--- src/rtl/writeback_unit_pkg.sv ---
// Shared defaults and FSM state encoding for the writeback stage.
package writeback_unit_pkg;

  localparam int DATA_W_DEF = 16;
  localparam int REG_AW_DEF = 4;

  typedef enum logic {
    ST_IDLE      = 1'b0,
    ST_WAIT_LOAD = 1'b1
  } wbState_t;

endpackage

--- src/rtl/wb_load_timer.sv ---
// Wait counter for outstanding loads; expire flags the last allowed waiting cycle.
module wb_load_timer #(
  parameter int LOAD_TIMEOUT = 15
) (
  input  logic clk,
  input  logic reset,
  input  logic clear,
  input  logic enable,
  output logic expire
);

  localparam int TW = (LOAD_TIMEOUT > 1) ? $clog2(LOAD_TIMEOUT) : 1;

  logic [TW-1:0] count;

  assign expire = (count == TW'(LOAD_TIMEOUT - 1));

  always_ff @(posedge clk or negedge reset) begin
    if (!reset) begin
      count <= '0;
    end else if (clear) begin
      count <= '0;
    end else if (enable && !expire) begin
      count <= count + TW'(1);
    end
  end

endmodule

--- src/rtl/writeback_unit.sv ---
// Final pipeline stage: retires ALU results and loads into the register-file write port.
module writeback_unit
  import writeback_unit_pkg::*;
#(
  parameter int DATA_W       = DATA_W_DEF,
  parameter int REG_AW       = REG_AW_DEF,
  parameter int LOAD_TIMEOUT = 15
) (
  input  logic              clk,
  input  logic              reset,
  input  logic              in_valid,
  output logic              in_ready,
  input  logic [REG_AW-1:0] in_dest,
  input  logic [DATA_W-1:0] in_result,
  input  logic              in_is_load,
  input  logic              in_wen,
  input  logic              mem_rvalid,
  input  logic [DATA_W-1:0] mem_rdata,
  output logic              RegWrite,
  output logic [REG_AW-1:0] WriteReg,
  output logic [DATA_W-1:0] WriteData,
  output logic              pending_valid,
  output logic [REG_AW-1:0] pending_reg,
  output logic              load_timeout,
  output logic [15:0]       retire_count
);

  wbState_t    state;
  logic        capWen;
  logic [15:0] retireCount;
  logic        accept;
  logic        timerClear;
  logic        timerEn;
  logic        timerExpire;

  assign in_ready     = (state == ST_IDLE);
  assign accept       = in_valid & in_ready;
  assign retire_count = retireCount;
  assign timerClear   = accept & in_is_load;
  assign timerEn      = (state == ST_WAIT_LOAD) & ~mem_rvalid;

  wb_load_timer #(
    .LOAD_TIMEOUT(LOAD_TIMEOUT)
  ) uTimer (
    .clk   (clk),
    .reset (reset),
    .clear (timerClear),
    .enable(timerEn),
    .expire(timerExpire)
  );

  always_ff @(posedge clk or negedge reset) begin
    if (!reset) begin
      state         <= ST_IDLE;
      capWen        <= 1'b0;
      RegWrite      <= 1'b0;
      WriteReg      <= '0;
      WriteData     <= '0;
      pending_valid <= 1'b0;
      pending_reg   <= '0;
      load_timeout  <= 1'b0;
      retireCount   <= '0;
    end else begin
      RegWrite <= 1'b0;
      unique case (state)
        ST_IDLE: begin
          if (accept) begin
            if (!in_is_load) begin
              RegWrite    <= in_wen;
              WriteReg    <= in_dest;
              WriteData   <= in_result;
              retireCount <= retireCount + 16'd1;
            end else begin
              pending_reg   <= in_dest;
              capWen        <= in_wen;
              pending_valid <= 1'b1;
              state         <= ST_WAIT_LOAD;
            end
          end
        end
        ST_WAIT_LOAD: begin
          // Returning data takes priority over the timeout in the final waiting cycle.
          if (mem_rvalid) begin
            RegWrite      <= capWen;
            WriteReg      <= pending_reg;
            WriteData     <= mem_rdata;
            retireCount   <= retireCount + 16'd1;
            pending_valid <= 1'b0;
            pending_reg   <= '0;
            state         <= ST_IDLE;
          end else if (timerExpire) begin
            load_timeout  <= 1'b1;
            pending_valid <= 1'b0;
            pending_reg   <= '0;
            state         <= ST_IDLE;
          end
        end
      endcase
    end
  end

endmodule
--- config.mk ---
export PLATFORM = sky130hd
export DESIGN_NAME = writeback_unit
export DESIGN_NICKNAME = d
export VERILOG_FILES = /design/src/rtl/writeback_unit_pkg.sv /design/src/rtl/wb_load_timer.sv /design/src/rtl/writeback_unit.sv
export SDC_FILE = /design/constraint.sdc
export NUM_CORES = 1
export LEC_CHECK = 0
export ABC_AREA = 0
export CAP_MARGIN = 20
export CORE_MARGIN = 2
export CORE_UTILIZATION = 47
export CTS_BUF_LIST = sky130_fd_sc_hd__clkbuf_16
export DETAILED_ROUTE_END_ITERATION = 10
export GPL_ROUTABILITY_DRIVEN = 0
export PLACE_DENSITY = 0.85
export SETUP_SLACK_MARGIN = 0.3
export SKIP_CTS_REPAIR_TIMING = 1
export SYNTH_ARGS = -nofsm -noshare
export SYNTH_HDL_FRONTEND = slang
export SYNTH_SLANG_ARGS = --single-unit
--- constraint.sdc ---
create_clock -name clk -period 3.2 [get_ports clk]
set_input_delay 0.8 -clock clk [delete_from_list [all_inputs] [get_ports clk]]
set_output_delay 0.8 -clock clk [all_outputs]
set_load 0.01 [all_outputs]
-- Yosys cells after proc, flatten, opt, wreduce, memory -nomap -nowiden
Cells that the tools add are included.
- flip-flop bits (word level): 49
- bits of input ports: 42
- output and inout bits: 44
- add/sub/neg operators: 2
- eq/ne operators: 6
- mux-type cells: 33
- bitwise operators: 5
- reductions and logical operators: 7
- operators by type and width (operator ; count):
    16-bit 2-to-1 mux ; 6
    16-bit case mux with 2 select lines ; 2
    4-bit 2-to-1 mux ; 9
    16-bit by 1-bit adder with 16-bit output, second input constant ; 1
    4-bit case mux with 2 select lines ; 2
    3-bit AND reduction ; 4
    1-bit 2-to-1 mux ; 11
    1-bit case mux with 2 select lines ; 3
    4-bit by 1-bit adder with 4-bit output, second input constant ; 1
    4-bit == test, second input constant ; 1
    2-bit by 1-bit inequality test with 1-bit output, second input constant ; 2
    2-bit inequality test, second input constant ; 2
    1-bit bitwise AND ; 3
    3-bit by 2-bit inequality test with 1-bit output, second input constant ; 1
    1-bit NOT ; 2
    2-bit nonzero test ; 1
    1-bit logical AND ; 1
    1-bit logical NOT ; 1

-- Depth between registers and ports, before layout
- depth in word-level cells: 5
- depth in mapped cells: 7
- mapped depth without buffers: 6

-- Modules after synthesis
From an unflattened synthesis, not the netlist that was laid out.
- cell total of the unflattened synthesis: 201
- area total of the unflattened synthesis: 2217.1 µm²
- modules (own cells, without submodules) (module ; instances ; cells an instance ; area an instance (µm²) ; sequential area each (µm²)):
    writeback_unit ; 1 ; 177 ; 1995.7 ; 1126.1
    wb_load_timer ; 1 ; 24 ; 221.5 ; 100.1

-- Least setup slack after synthesis
OpenSTA, ideal clock, no wires.
- path type: in2reg
- start point: in in_is_load
- end point: reg retireCount[1], in the netlist retire_count[1]
- setup time: 125 ps
- arrival: 1756 ps
- required time: 3075 ps
- slack: 1319 ps
- stages: 4
- path buffers: 1
- cells stage by stage: or3b_4 -> nand2_1 -> buf_4 -> mux2_2
- cells in the longest elaborated chain, start to end: 2
- RTL lines (element ; RTL line ; RTL):
    from (decl) ; writeback_unit.sv:15 ; input logic in_is_load,
    2-bit inequality test (no source line) ; - ;
    3-bit AND reduction (no source line) ; - ;
    to (signal assigned) ; writeback_unit.sv:72 ; retireCount <= retireCount + 16'd1;
    to (signal assigned) ; writeback_unit.sv:87 ; retireCount <= retireCount + 16'd1;
    to (decl) ; writeback_unit.sv:30 ; logic [15:0] retireCount;
No other way between the ends.
A chain may end at the register's enable or synchronous reset.

-- Worst setup path in the final report
- start point: in in_valid
- end point: reg WriteData[1]
- cells in the longest elaborated chain, start to end: 3
- RTL lines (element ; RTL line ; RTL):
    from (decl) ; writeback_unit.sv:11 ; input logic in_valid,
    1-bit bitwise AND ; writeback_unit.sv:37 ; assign accept = in_valid & in_ready;
    2-bit by 1-bit inequality test with 1-bit output (no source line) ; - ;
    3-bit AND reduction (no source line) ; - ;
    to (signal assigned) ; writeback_unit.sv:71 ; WriteData <= in_result;
    to (signal assigned) ; writeback_unit.sv:86 ; WriteData <= mem_rdata;
    to (decl) ; writeback_unit.sv:21 ; output logic [DATA_W-1:0] WriteData,
No other way between the ends.

==> impl_results.html <==
<table>
<tr><th>Metric</th><th>Value</th></tr>
<tr><th colspan="2">Run status</th></tr>
<tr><td>Result of the run</td><td>finished, final reports clean</td></tr>
<tr><th colspan="2">Yosys</th></tr>
<tr><td>Ys Warns</td><td>0</td></tr>
<tr><td>Gate count after technology mapping</td><td>206</td></tr>
<tr><td>Post-synthesis cell type with the largest combined area</td><td>sky130_fd_sc_hd__dfrtp_1</td></tr>
<tr><td>Nets in the synthesized netlist</td><td>251</td></tr>
<tr><td>Sequential cell area fraction in the yosys report</td><td>54.9%</td></tr>
<tr><td>Synth top area share</td><td>54.9%</td></tr>
<tr><td>Post-Syn Area per Cell</td><td>10.8 um2</td></tr>
<tr><td>Leading post-synthesis cells by cell area</td><td>sky130_fd_sc_hd__dfrtp_1 (55%), sky130_fd_sc_hd__mux2i_1 (11%), sky130_fd_sc_hd__xnor2_1 (5.9%)</td></tr>
<tr><td>Unique masters post-synth</td><td>27</td></tr>
<tr><td>Synthesis-stage register bit count</td><td>49</td></tr>
<tr><td>Cell area after synthesis</td><td>2230 um2</td></tr>
<tr><th colspan="2">Cells and area</th></tr>
<tr><td>Final std cell area, no fill</td><td>3280 um2</td></tr>
<tr><td>Share of final-layout standard cells stronger than drive strength 1</td><td>6.12%</td></tr>
<tr><td>Final-stage net count</td><td>about 340</td></tr>
<tr><td>Register Area</td><td>1230 um2</td></tr>
<tr><td>Growth of design area from synthesis to finish</td><td>47.0%</td></tr>
<tr><td>Highest-count cells in the layout ignoring fill and taps</td><td>sky130_fd_sc_hd__clkdlybuf4s50_1 (84), sky130_fd_sc_hd__dfrtp_1 (49), sky130_fd_sc_hd__nor2_1 (27)</td></tr>
<tr><td>Fill cells</td><td>355</td></tr>
<tr><td>Antenna fix cells</td><td>0</td></tr>
<tr><td>Area of combinational cells with multiple inputs</td><td>between 900 and 1000 um2</td></tr>
<tr><td>Most frequent standard cell in the layout excluding fill and tap cells</td><td>sky130_fd_sc_hd__clkdlybuf4s50_1</td></tr>
<tr><th colspan="2">Route</th></tr>
<tr><td>Final Routed Wirelength</td><td>4980 um</td></tr>
<tr><td>Total via count in the routed design</td><td>1,787</td></tr>
<tr><td>Antenna Violating Nets Remaining</td><td>0</td></tr>
<tr><td>Number of vias per cell after detailed routing</td><td>~5.1</td></tr>
<tr><td>Total iterations of the first detailed-routing run</td><td>4</td></tr>
<tr><td>Iteration-0 DRC Markers</td><td>107</td></tr>
<tr><td>Wire length per cell after detailed routing</td><td>roughly 14 um</td></tr>
<tr><td>Post-route DRC violation count</td><td>0</td></tr>
<tr><th colspan="2">Global route</th></tr>
<tr><td>Via count of the first global-routing pass</td><td>1,720</td></tr>
<tr><td>Largest net degree at the start of global routing</td><td>41</td></tr>
<tr><td>Total global routing overflow</td><td>0</td></tr>
<tr><td>Antenna violations before repair</td><td>0</td></tr>
<tr><td>Wire length of the first global-routing pass</td><td>7900 um</td></tr>
<tr><td>Tot GR Track Use</td><td>19.4%</td></tr>
<tr><th colspan="2">Floorplanning</th></tr>
<tr><td>Initial standard-cell utilization of the core</td><td>between 40% and 50%</td></tr>
<tr><td>Vertical die dimension</td><td>about 73 um</td></tr>
<tr><td>Count of pins on the block boundary</td><td>86</td></tr>
<tr><td>Floorplan core area</td><td>about 4700 um2</td></tr>
<tr><td>Width of the die</td><td>around 73 um</td></tr>
<tr><td>FP Rows</td><td>25</td></tr>
<tr><td>DIE AREA</td><td>~5300 um2</td></tr>
<tr><th colspan="2">Timing</th></tr>
<tr><td>Final TNS setup</td><td>0 ns</td></tr>
<tr><td>Final setup fails</td><td>0</td></tr>
<tr><td>Transition time at the pin with the least slew margin</td><td>about 0.55 ns</td></tr>
<tr><td>Clock Skew</td><td>0.00871 ns</td></tr>
<tr><td>Max-Slew Margin vs Limit</td><td>63.4%</td></tr>
<tr><td>Hold Violations, Final</td><td>0</td></tr>
<tr><td>Unrepaired setup endpoints after global routing</td><td>no</td></tr>
<tr><td>Peak clock frequency supported by timing</td><td>roughly 430 MHz</td></tr>
<tr><td>Period Utilization, post-route</td><td>72.1%</td></tr>
<tr><td>Final period demand of the worst path</td><td>2.31 ns</td></tr>
<tr><td>Number of pins exceeding their max-slew limit in the final report</td><td>0</td></tr>
<tr><th colspan="2">Min path</th></tr>
<tr><td>Type of the tightest min-delay check</td><td>reg2reg</td></tr>
<tr><th colspan="2">Placement</th></tr>
<tr><td>Post-DP HPWL</td><td>3630 um</td></tr>
<tr><td>Cell area after placement</td><td>3140 um2</td></tr>
<tr><td>Port buffer count</td><td>85</td></tr>
<tr><th colspan="2">Clock network</th></tr>
<tr><td>Worst-skew pair later-pin latency</td><td>0.29 ns</td></tr>
<tr><td>Clock tree from TritonCTS</td><td>built</td></tr>
<tr><td>H-tree Lvls</td><td>2</td></tr>
<tr><td>Number of buffers added by the clock tree synthesis step</td><td>5</td></tr>
<tr><td>Root Buffer</td><td>sky130_fd_sc_hd__clkbuf_16</td></tr>
<tr><td>Number of sinks driven by the clock tree</td><td>49</td></tr>
<tr><td>Buffer depth of the longest clock path</td><td>2</td></tr>
<tr><td>Post-CTS clock slew at the launch and capture registers of the worst setup and hold paths</td><td>0.06 ns</td></tr>
<tr><th colspan="2">Worst setup path</th></tr>
<tr><td>Max incr delay on CP</td><td>0.52 ns</td></tr>
<tr><td>Worst reg2reg path startpoint</td><td>state$_DFF_PN0_</td></tr>
<tr><td>Slowest-stage cell, CP</td><td>sky130_fd_sc_hd__clkdlybuf4s50_1</td></tr>
<tr><td>Cells along the critical path</td><td>clkdlybuf4s50_1 -&gt; or3b_4 -&gt; nand2_1 -&gt; buf_12 -&gt; nor2_1 -&gt; a21oi_1</td></tr>
<tr><td>Critical path arrival</td><td>~2.5 ns</td></tr>
<tr><td>Length in cells of the worst reg-to-reg path</td><td>5</td></tr>
<tr><td>Required time at the worst-slack endpoint</td><td>around 3.4 ns</td></tr>
<tr><td>Type of element capturing the critical path</td><td>register</td></tr>
<tr><td>Worst reg2reg path endpoint</td><td>uTimer.count[1]$_DFFE_PN0P_</td></tr>
<tr><td>CP Launch Point</td><td>in_valid</td></tr>
<tr><td>Worst Setup Start Kind</td><td>input port</td></tr>
<tr><td>Register-to-register setup slack</td><td>1.27 ns</td></tr>
<tr><td>Kind of critical path</td><td>in2reg</td></tr>
<tr><td>Largest fanout on the critical path</td><td>40</td></tr>
<tr><td>Crit path capture</td><td>WriteData[1]$_DFFE_PN0P_</td></tr>
<tr><th colspan="2">Power</th></tr>
<tr><td>Total power divided by cell area</td><td>615 nW/um2</td></tr>
<tr><td>LEAKAGE</td><td>roughly 1.4 nW</td></tr>
<tr><td>Peak supply drop</td><td>454 uV</td></tr>
<tr><th colspan="2">Run</th></tr>
<tr><td>Count of max-cap constraint violations</td><td>0</td></tr>
</table>
==> routing by layer <==
layer	vias to the layer above	global-route usage (%)	wire length, um	part of all wire (%)
met2	53	32.4	2430	49
met3	6	6.22	374	7.5
met5	-	0	0	0
met1	849	24.3	2130	43
met4	0	5.56	53	1.1
li1	879	-	-	-
==> worst min path at each step <==
stage,from,end,slack (ns),depth (start not counted)
floorplan,capWen$_DFFE_PN0P_,RegWrite$_DFF_PN0_,0.48,2
global placement,retire_count[15]$_DFFE_PN0P_,retire_count[15]$_DFFE_PN0P_,0.46,1
detailed placement,retire_count[15]$_DFFE_PN0P_,retire_count[15]$_DFFE_PN0P_,0.47,1
CTS,retire_count[15]$_DFFE_PN0P_,retire_count[15]$_DFFE_PN0P_,0.48,1
global route,retire_count[15]$_DFFE_PN0P_,retire_count[15]$_DFFE_PN0P_,0.49,1
finish,retire_count[15]$_DFFE_PN0P_,retire_count[15]$_DFFE_PN0P_,0.48,1
==> critical path: cells and delay by family <==
kind / cells / cell delay [ns]
compound gates: 1 / 0.11
buf+inv: 2 / 0.77
simple gates: 3 / 0.81
==> cell families (layout without fill, tap and decap cells) <==
logic type                 count (synthesis)  count (layout)  synth area share [%]
xor gates and xnor gates                  18              18                  7.06
DFF                                       49              49                  54.9
AOI/OAI and AO/OA                         30              30                  7.57
muxes                                     27              27                  12.2
adders and majority gates                  3               3                  1.68
and+or+nand+nor                           65              65                  13.5
buffers and inverters                     14             102                  3.03
==> per-stage QoR <==
step                instances  hold WS [ns]  worst slack (ns)  utilization (%)  total power [mW]
floorplan                 206         0.476              1.32                -              1.16
global placement          340         0.462             0.638             67.4              1.50
detailed placement        340         0.472             0.598             67.4              1.53
CTS                       348         0.480             0.896             70.4              2.04
global route              348         0.494             0.766             70.4              2.13
finish                    348         0.479             0.894             70.4              2.02
==> cells in the mapped netlist <==
cell,n
sky130_fd_sc_hd__a211oi_1,1
sky130_fd_sc_hd__a21oi_4,1
sky130_fd_sc_hd__xnor2_1,15
sky130_fd_sc_hd__nor2_1,27
sky130_fd_sc_hd__mux2_2,2
sky130_fd_sc_hd__xor2_1,3
sky130_fd_sc_hd__dfrtp_1,49
sky130_fd_sc_hd__nor2b_1,1
sky130_fd_sc_hd__buf_1,1
sky130_fd_sc_hd__a21oi_1,21
sky130_fd_sc_hd__and3_1,1
sky130_fd_sc_hd__nand2_1,17
sky130_fd_sc_hd__inv_1,5
sky130_fd_sc_hd__nand4_1,8
sky130_fd_sc_hd__nand3_1,5
sky130_fd_sc_hd__buf_4,2
sky130_fd_sc_hd__a41o_1,1
sky130_fd_sc_hd__nand3b_1,1
sky130_fd_sc_hd__buf_2,6
sky130_fd_sc_hd__nor3_1,1
sky130_fd_sc_hd__or2_2,1
sky130_fd_sc_hd__or3b_4,1
sky130_fd_sc_hd__mux2i_1,25
sky130_fd_sc_hd__nor4_2,1
sky130_fd_sc_hd__o21ai_0,6
sky130_fd_sc_hd__ha_1,3
sky130_fd_sc_hd__and2_1,1
==> layout make-up <==
| cell class | count | area share (%) |
|---|---|---|
| Inverter | 5 | 0.572 |
| Clock buffer | 5 | 3.81 |
| Multi-Input combinational cell | 143 | 28.6 |
| Clock inverter | 3 | 0.534 |
| Sequential cell | 49 | 37.4 |
| Timing Repair Buffer | 89 | 27.1 |
| Tap cell | 54 | 2.06 |
==> report_power, final <==
| group | leakage (nW) | internal, mW | switching, mW |
|---|---|---|---|
| sequential | 0.600 | 0.752 | 0.116 |
| combinational | 0.717 | 0.368 | 0.274 |
| clock | 0.0754 | 0.288 | 0.221 |
Note: power is estimated with default switching activity, not from simulation.
